==> src/rtl/tt_um_alu_seq_host.sv <==
// tt_um_alu_seq_host
// Handshaked multi-cycle front-end for the 4-bit ALU on a TinyTapeout tile.
// A request is captured on start in IDLE and executed in EXEC:
//  - add/sub finish in one cycle.
//  - mul (shift-add) and div (restoring) take four iterations.
// The result is then held in DONE until the host acknowledges it.
//
// Ports
//   clk      clock
//   rst_n    asynchronous active-low reset
//   ena      tile enable (ignored)
//   ui_in    [3:0] operand A, [7:4] operand B
//   uio_in   [1:0] op (00 add, 01 sub, 10 mul, 11 div), [2] start, [3] ack,
//            [4] acc_sel (ALU_ACCUM_EN builds only)
//   uo_out   result register
//   uio_out  [5] done, [6] err (divide by zero), [7] flag (carry/borrow)
//   uio_oe   constant 8'hE0
//
// Build option: define ALU_ACCUM_EN so that acc_sel=1 at capture takes
// operand A from the low nibble of the previous result.
//
// state | meaning
// IDLE  | waiting for start; captures operands and op
// EXEC  | computing; one cycle for add/sub, four iterations for mul/div
// DONE  | result valid, done=1; waits for ack

module tt_um_alu_seq_host (
    input  logic       clk,
    input  logic       rst_n,
    input  logic       ena,
    input  logic [7:0] ui_in,
    input  logic [7:0] uio_in,
    output logic [7:0] uo_out,
    output logic [7:0] uio_out,
    output logic [7:0] uio_oe
);

    localparam logic [1:0] ST_IDLE = 2'd0;
    localparam logic [1:0] ST_EXEC = 2'd1;
    localparam logic [1:0] ST_DONE = 2'd2;

    localparam logic [1:0] OP_ADD = 2'b00;
    localparam logic [1:0] OP_SUB = 2'b01;
    localparam logic [1:0] OP_MUL = 2'b10;
    localparam logic [1:0] OP_DIV = 2'b11;

    logic [1:0] state;
    logic [3:0] a_reg;
    logic [3:0] b_reg;
    logic [1:0] op_reg;
    logic [1:0] iter;
    logic [7:0] prod_reg;
    logic [3:0] rem_reg;
    logic [3:0] quo_reg;
    logic       done;
    logic       err;
    logic       flag;

    logic       start;
    logic       ack;
    logic [3:0] a_capture;

    logic [7:0] sum;
    logic [7:0] diff;
    logic [7:0] mul_next;
    logic [4:0] rem_shift;
    logic       rem_ge;
    logic [4:0] rem_next;

    assign start = uio_in[2];
    assign ack   = uio_in[3];

`ifdef ALU_ACCUM_EN
    assign a_capture = uio_in[4] ? uo_out[3:0] : ui_in[3:0];
    wire unused_inputs = &{1'b0, ena, uio_in[7:5], rem_next[4]};
`else
    assign a_capture = ui_in[3:0];
    wire unused_inputs = &{1'b0, ena, uio_in[7:4], rem_next[4]};
`endif

    assign sum  = {4'd0, a_reg} + {4'd0, b_reg};
    assign diff = {4'd0, a_reg} - {4'd0, b_reg};

    // One shift-add step: add A shifted by the current B bit position.
    assign mul_next = prod_reg + (b_reg[iter] ? ({4'd0, a_reg} << iter) : 8'd0);

    // One restoring-divide step, dividend bits consumed MSB first.
    // With B=0 every compare succeeds, so quotient becomes 4'hF and the
    // remainder ends up equal to A without any special casing.
    assign rem_shift = {rem_reg, a_reg[2'd3 - iter]};
    assign rem_ge    = (rem_shift >= {1'b0, b_reg});
    assign rem_next  = rem_ge ? (rem_shift - {1'b0, b_reg}) : rem_shift;

    always_ff @(posedge clk or negedge rst_n) begin
        if (!rst_n) begin
            state    <= ST_IDLE;
            a_reg    <= 4'd0;
            b_reg    <= 4'd0;
            op_reg   <= 2'd0;
            iter     <= 2'd0;
            prod_reg <= 8'd0;
            rem_reg  <= 4'd0;
            quo_reg  <= 4'd0;
            uo_out   <= 8'd0;
            done     <= 1'b0;
            err      <= 1'b0;
            flag     <= 1'b0;
        end else begin
            case (state)
                ST_IDLE: begin
                    done <= 1'b0;
                    if (start) begin
                        a_reg    <= a_capture;
                        b_reg    <= ui_in[7:4];
                        op_reg   <= uio_in[1:0];
                        iter     <= 2'd0;
                        prod_reg <= 8'd0;
                        rem_reg  <= 4'd0;
                        quo_reg  <= 4'd0;
                        state    <= ST_EXEC;
                    end
                end
                ST_EXEC: begin
                    case (op_reg)
                        OP_ADD: begin
                            uo_out <= sum;
                            flag   <= sum[4];
                            err    <= 1'b0;
                            done   <= 1'b1;
                            state  <= ST_DONE;
                        end
                        OP_SUB: begin
                            uo_out <= diff;
                            flag   <= (a_reg < b_reg);
                            err    <= 1'b0;
                            done   <= 1'b1;
                            state  <= ST_DONE;
                        end
                        OP_MUL: begin
                            prod_reg <= mul_next;
                            if (iter == 2'd3) begin
                                uo_out <= mul_next;
                                flag   <= 1'b0;
                                err    <= 1'b0;
                                done   <= 1'b1;
                                state  <= ST_DONE;
                            end else begin
                                iter <= iter + 2'd1;
                            end
                        end
                        OP_DIV: begin
                            rem_reg <= rem_next[3:0];
                            quo_reg <= {quo_reg[2:0], rem_ge};
                            if (iter == 2'd3) begin
                                uo_out <= {rem_next[3:0], quo_reg[2:0], rem_ge};
                                flag   <= 1'b0;
                                err    <= (b_reg == 4'd0);
                                done   <= 1'b1;
                                state  <= ST_DONE;
                            end else begin
                                iter <= iter + 2'd1;
                            end
                        end
                        default: state <= ST_IDLE;
                    endcase
                end
                ST_DONE: begin
                    if (ack) begin
                        done  <= 1'b0;
                        state <= ST_IDLE;
                    end
                end
                default: state <= ST_IDLE;
            endcase
        end
    end

    assign uio_out = {flag, err, done, 5'd0};
    assign uio_oe  = 8'hE0;

endmodule

==> config.mk <==
export PLATFORM = sky130hd
export DESIGN_NAME = tt_um_alu_seq_host
export DESIGN_NICKNAME = d
export VERILOG_FILES = /design/src/rtl/tt_um_alu_seq_host.sv
export SDC_FILE = /design/constraint.sdc
export NUM_CORES = 1
export LEC_CHECK = 0
export ABC_AREA = 1
export BUFFER_PORTS_ARGS = -buffer_cell sky130_fd_sc_hd__buf_4
export CAP_MARGIN = 20
export CORE_UTILIZATION = 35
export DETAILED_ROUTE_END_ITERATION = 7
export PLACE_DENSITY = 0.6
export SLEW_MARGIN = 20
export SYNTH_ARGS = -nofsm -noshare
export SYNTH_HDL_FRONTEND = slang
export SYNTH_SLANG_ARGS = --single-unit
export TNS_END_PERCENT = 20
==> constraint.sdc <==
create_clock -name clk -period 3.9 [get_ports clk]
set_input_delay 0.585 -clock clk [delete_from_list [all_inputs] [get_ports clk]]
set_output_delay 0.585 -clock clk [all_outputs]
set_load 0.02 [all_outputs]
# Word-level counts from Yosys, hierarchy flattened
# Cells that the tools add are included.
[op_classes]
magnitude_cmp = 4
reduce_logical = 15
eq_ne = 16
n_shift = 1
muxes = 34
n_addsub = 6
[ops]
columns = ["operator", "count"]
rows = [
  ["8-bit 2-to-1 mux", 5],
  ["8-bit case mux with 4 select lines", 1],
  ["8-bit case mux with 2 select lines", 1],
  ["3-bit AND reduction", 5],
  ["2-bit inequality test, second input constant", 7],
  ["2-bit 2-to-1 mux", 6],
  ["4-bit 2-to-1 mux", 3],
  ["1-bit case mux with 3 select lines", 3],
  ["8-bit adder", 1],
  ["2-bit == test, second input constant", 4],
  ["2-bit case mux with 2 select lines", 2],
  ["4-bit case mux with 2 select lines", 1],
  ["4-bit by 2-bit left shift with 8-bit output", 1],
  ["2-bit by 3-bit less-than comparator with 1-bit output, second input constant", 2],
  ["1-bit 2-to-1 mux", 6],
  ["2-bit case mux with 3 select lines", 1],
  ["3-bit case mux with 2 select lines", 1],
  ["4-bit by 4-bit adder with 5-bit output", 1],
  ["5-bit by 4-bit >= comparator with 1-bit output", 1],
  ["4-bit by 4-bit subtractor with 5-bit output", 1],
  ["1-bit binary-select mux with 2-bit select", 2],
  ["2-bit by 1-bit == test with 1-bit output, second input constant", 2],
  ["2-bit zero test", 2],
  ["4-bit zero test", 1],
  ["other kinds (13)", 16],
]
[totals]
regBits = 40
inputBits = 19
out_inout_bits = 24
elab_cells = 88

# Logic depth before layout (Yosys ltp)
[logic_depth]
word_depth = 7
mapped_depth = 18

# Worst setup path before layout
# No wires, ideal clock.
[synth_path]
path_type = "reg2reg"
startpoint = "register b_reg[1]"
endpoint = "register uo_out[5]"
setup_time_ns = 0.116
setup_slack_ns = 1.758
period_less_slack_ns = 2.142
stages_incl_launch_ff = 15
arrival_time_ns = 2.025
path_cell_list = "dfrtp_1 -> inv_1 -> a21oi_1 -> o21ai_0 -> nand2_1 -> nand2_1 -> inv_1 -> ha_1 -> or2_2 -> nand3_1 -> nand3b_1 -> nand3_1 -> nand3_1 -> nand2_1 -> nand2_1"
[synth_via]
elab_chain_len = 6
elab_cells_between_ends = 11
cone_classes = "add/sub: 3; order compare: 1; mux: 7"
[synth_lines]
columns = ["element", "line", "rtl"]
rows = [
  ["start, declared", "49", "logic [3:0] b_reg;"],
  ["start signal, assigned", "114", "b_reg <= ui_in[7:4];"],
  ["1-bit binary-select mux with 2-bit select", "85", "assign mul_next = prod_reg + (b_reg[iter] ? ({4'd0, a_reg} << iter) : 8'd0);"],
  ["1-bit 2-to-1 mux (not written as such)", "85", ""],
  ["8-bit 2-to-1 mux", "85", ""],
  ["8-bit adder", "85", ""],
  ["8-bit 2-to-1 mux", "141", "if (iter == 2'd3) begin"],
  ["8-bit case mux with 4 select lines (*)", "124", "case (op_reg)"],
  ["end signal, assigned", "126", "uo_out <= sum;"],
  ["end signal, assigned", "133", "uo_out <= diff;"],
  ["end signal, assigned", "142", "uo_out <= mul_next;"],
  ["end, declared", "33", "output logic [7:0] uo_out,"],
]
# Mark *: on every way between the ends. The rest lies on a longest branch, timed or not. The select of a mux whose other input is x is not followed.
# A chain may end at the register's enable or synchronous reset.

# Worst setup path after layout
[layout_path]
startpoint = "register b_reg[1]"
endpoint = "register uo_out[7]"
# The elaborated chain is that of the path after synthesis.

==> impl_metrics.toml <==
[pwr]
vdd_drop_max_mv = 0.314
leakage_nw = 1.71
powerDensity_nw_per_um2 = 804

[place]
dp.final_hpwl_um = 5220
dpl_cell_area_um2 = 3060
place.gp.congestion = 0.922
portBuffers = 24
post-place-ws_ns = 1.43

[layout]
final_core_util_pct = 40.3
final_common_cell = "nand2_1"
multi_input_area_um2 = 1540
syn_to_final_growth_pct = 10.2
most-common-layout-cells = "nand2_1 (87), nand3_1 (49), inv_1 (45), dfrtp_1 (40), nor2_1 (28)"
antenna_cells = 0
nets = 443
nFillCells = 835
design_area_um2 = 3150
seq_area_um2 = 1000
drive_above_1_share_pct = 13.2

[global_routing]
grt_start_max_net_pins = 41
grtUsageTotal_pct = 17.4
grt_pass1_wl_um = 11500
grt_pass1_vias = 2321
grt.overflow.total = 0
grt_antenna_before_repair = 0

[timing]
slew_headroom_pct = 65.0
hold_ws_ns = 0.252
slew_viol_final = 0
min_period_ns = 2.47
rsz0062_at_grt = "false"
finalHoldViolations = 0
tightest_slew_ns = 0.525
setup_ws_ns = 1.43
clock.fmax_mhz = 406
finalSetupViolations = 0
clock_skew_ns = 0.00872
min_period_over_period_pct = 63.2
tns_ns = 0

[synth]
synth.avg_cell_area_um2 = 7.54
netlist_instances = 379
async_reset_ff_share_pct = 100
ys_seq_area_share_pct = 35.0
synth-edff-count = 0
synthesis.area_um2 = 2860
yosys.cell_types.count = 37
ys.flop_type = "dfrtp_1"
synth_warnings = 0
synth-seq-cells = 40

[critical_path]
r2r_start = "b_reg[1]"
critical_path_class = "register to register"
critPathRequiredTime_ns = 4.10
r2r_slack_ns = 1.43
cp-end-kind = "register"
cpMaxStageDelayCell = "dfrtp_1"
worstPathCellList = "inv_1 -> a21oi_1 -> o21ai_0 -> nand2_1 -> nand2_1 -> inv_1 -> ha_1 -> or2_2 -> nand3_1 -> nand3_1 -> nand3_1 -> nand3_1 -> nand2_1 -> nand2_1"
cp_slowest_stage_delay_ns = 0.42
reg2reg_depth = 14
start_kind = "register"
arrival_ns = 2.66
critical_path.max_fanout = 7
r2r_end = "uo_out[7]"

[clock_network]
tritoncts = "done"
ctsHoldBuffers = 0
cts_max_level = 2
post_cts_buffers = 0
root_buffer = "clkbuf_8"
clkLatencyLatePin_ns = 0.30
clock_sinks = 40
cts_buffer_depth = 2
cts_made_buffers = 5
cts.clk_slew.worst_paths_ns = 0.09
cts_resized = 0

[detailed_routing]
ant_nets = 0
drt-total-wl_um = 6690
routed_via_density = 4.87
vias = 2452
post-route-drc-count = 0
first_pass_iters = 4
wire_per_inst_um = 13.3
drt_iter0_markers = 197

[floorplan]
start_util_pct = 36.6
io-pin-count = 43
die_area_um2 = 8530
die_y_um = 92.3
row_count = 32
core_um2 = 7810
die_x_um = 92.3

[worst_hold_path]
hold_path.class = "primary input to async pin"

[job]
cap_viol_max_count = 0

[outcome]
outcome = "finished, final reports clean"
-- critical path, delay by kind of cell, from the launching register on --
kind                     cells  cell delay (ns)
flip-flops                   1             0.42
AND/OR/NAND/NOR              9             1.08
buffers and inverters        2             0.31
adder cells (fa/ha/maj)      1             0.34
AO/OA/AOI/OAI                2             0.22
-- per-layer routing --
layer | routed length (µm) | vias to the layer above | global-route usage, %
met5 | 0 | - | 0
met4 | 150 | 0 | 6.77
met3 | 281 | 11 | 2.71
met2 | 3020 | 60 | 26.4
met1 | 3240 | 1129 | 24.8
li1 | - | 1252 | -
-- synth_stat cells (3+ instances only) --
cell type / n / area share, %
nand2_1: 87 / 11
nand3_1: 49 / 8.6
inv_1: 45 / 5.9
dfrtp_1: 40 / 35
nor2_1: 28 / 3.7
a21oi_1: 22 / 3.9
ha_1: 20 / 8.8
o21ai_0: 20 / 3.5
buf_4: 16 / 4.2
inv_2: 5 / 0.66
fa_1: 4 / 2.8
buf_2: 3 / 0.53
inv_4: 3 / 0.66
mux2_2: 3 / 1.2
nand3b_1: 3 / 0.79
-- power breakdown --
| group | internal (mW) | total, mW | leakage, nW | switching (mW) |
|---|---|---|---|---|
| Sequential | 0.565 | 0.723 | 0.507 | 0.158 |
| Clock | 0.141 | 0.298 | 0.0510 | 0.157 |
| Combinational | 0.551 | 1.51 | 1.15 | 0.959 |
| Total | 1.26 | 2.53 | 1.71 | 1.27 |
-- metrics by stage --
step	std cells	total power, mW
after detailed placement	495	2.24
after global placement	495	2.24
after floorplan	390	1.86
final	503	2.53
after CTS	503	2.55
after global routing	503	2.80
-- kinds of logic (layout without fill, tap and decap cells) --
| group | count (synthesis) | in the layout | synth area share (%) |
|---|---|---|---|
| buf+inv | 74 | 85 | 12.5 |
| fa+ha+maj | 24 | 24 | 11.6 |
| other cells | 2 | 13 | 0.263 |
| flops | 40 | 40 | 35.0 |
| compound gates | 52 | 52 | 9.90 |
| mux | 3 | 3 | 1.18 |
| simple gates | 182 | 182 | 29.0 |
| xor+xnor | 2 | 2 | 0.613 |
-- final cells by class --
class / instances / share of cell area, %
multi-input combinational: 276 / 48.9
sequential: 40 / 31.8
inverter: 53 / 6.56
timing repair buffer: 24 / 5.72
tap: 102 / 4.05
clock buffer: 6 / 2.62
clock inverter: 2 / 0.318
-- worst max path at each step --
stage	from	to	slack, ns	cells after the start
global route	b_reg[1]	uo_out[5]	1.19	14
floorplan	b_reg[1]	uo_out[5]	1.76	14
finish	b_reg[1]	uo_out[7]	1.43	14
CTS	b_reg[1]	uo_out[7]	1.42	14
detailed placement	b_reg[1]	uo_out[7]	1.43	14
global placement	b_reg[1]	uo_out[7]	1.44	14
Note: power is estimated with default switching activity, not from simulation.
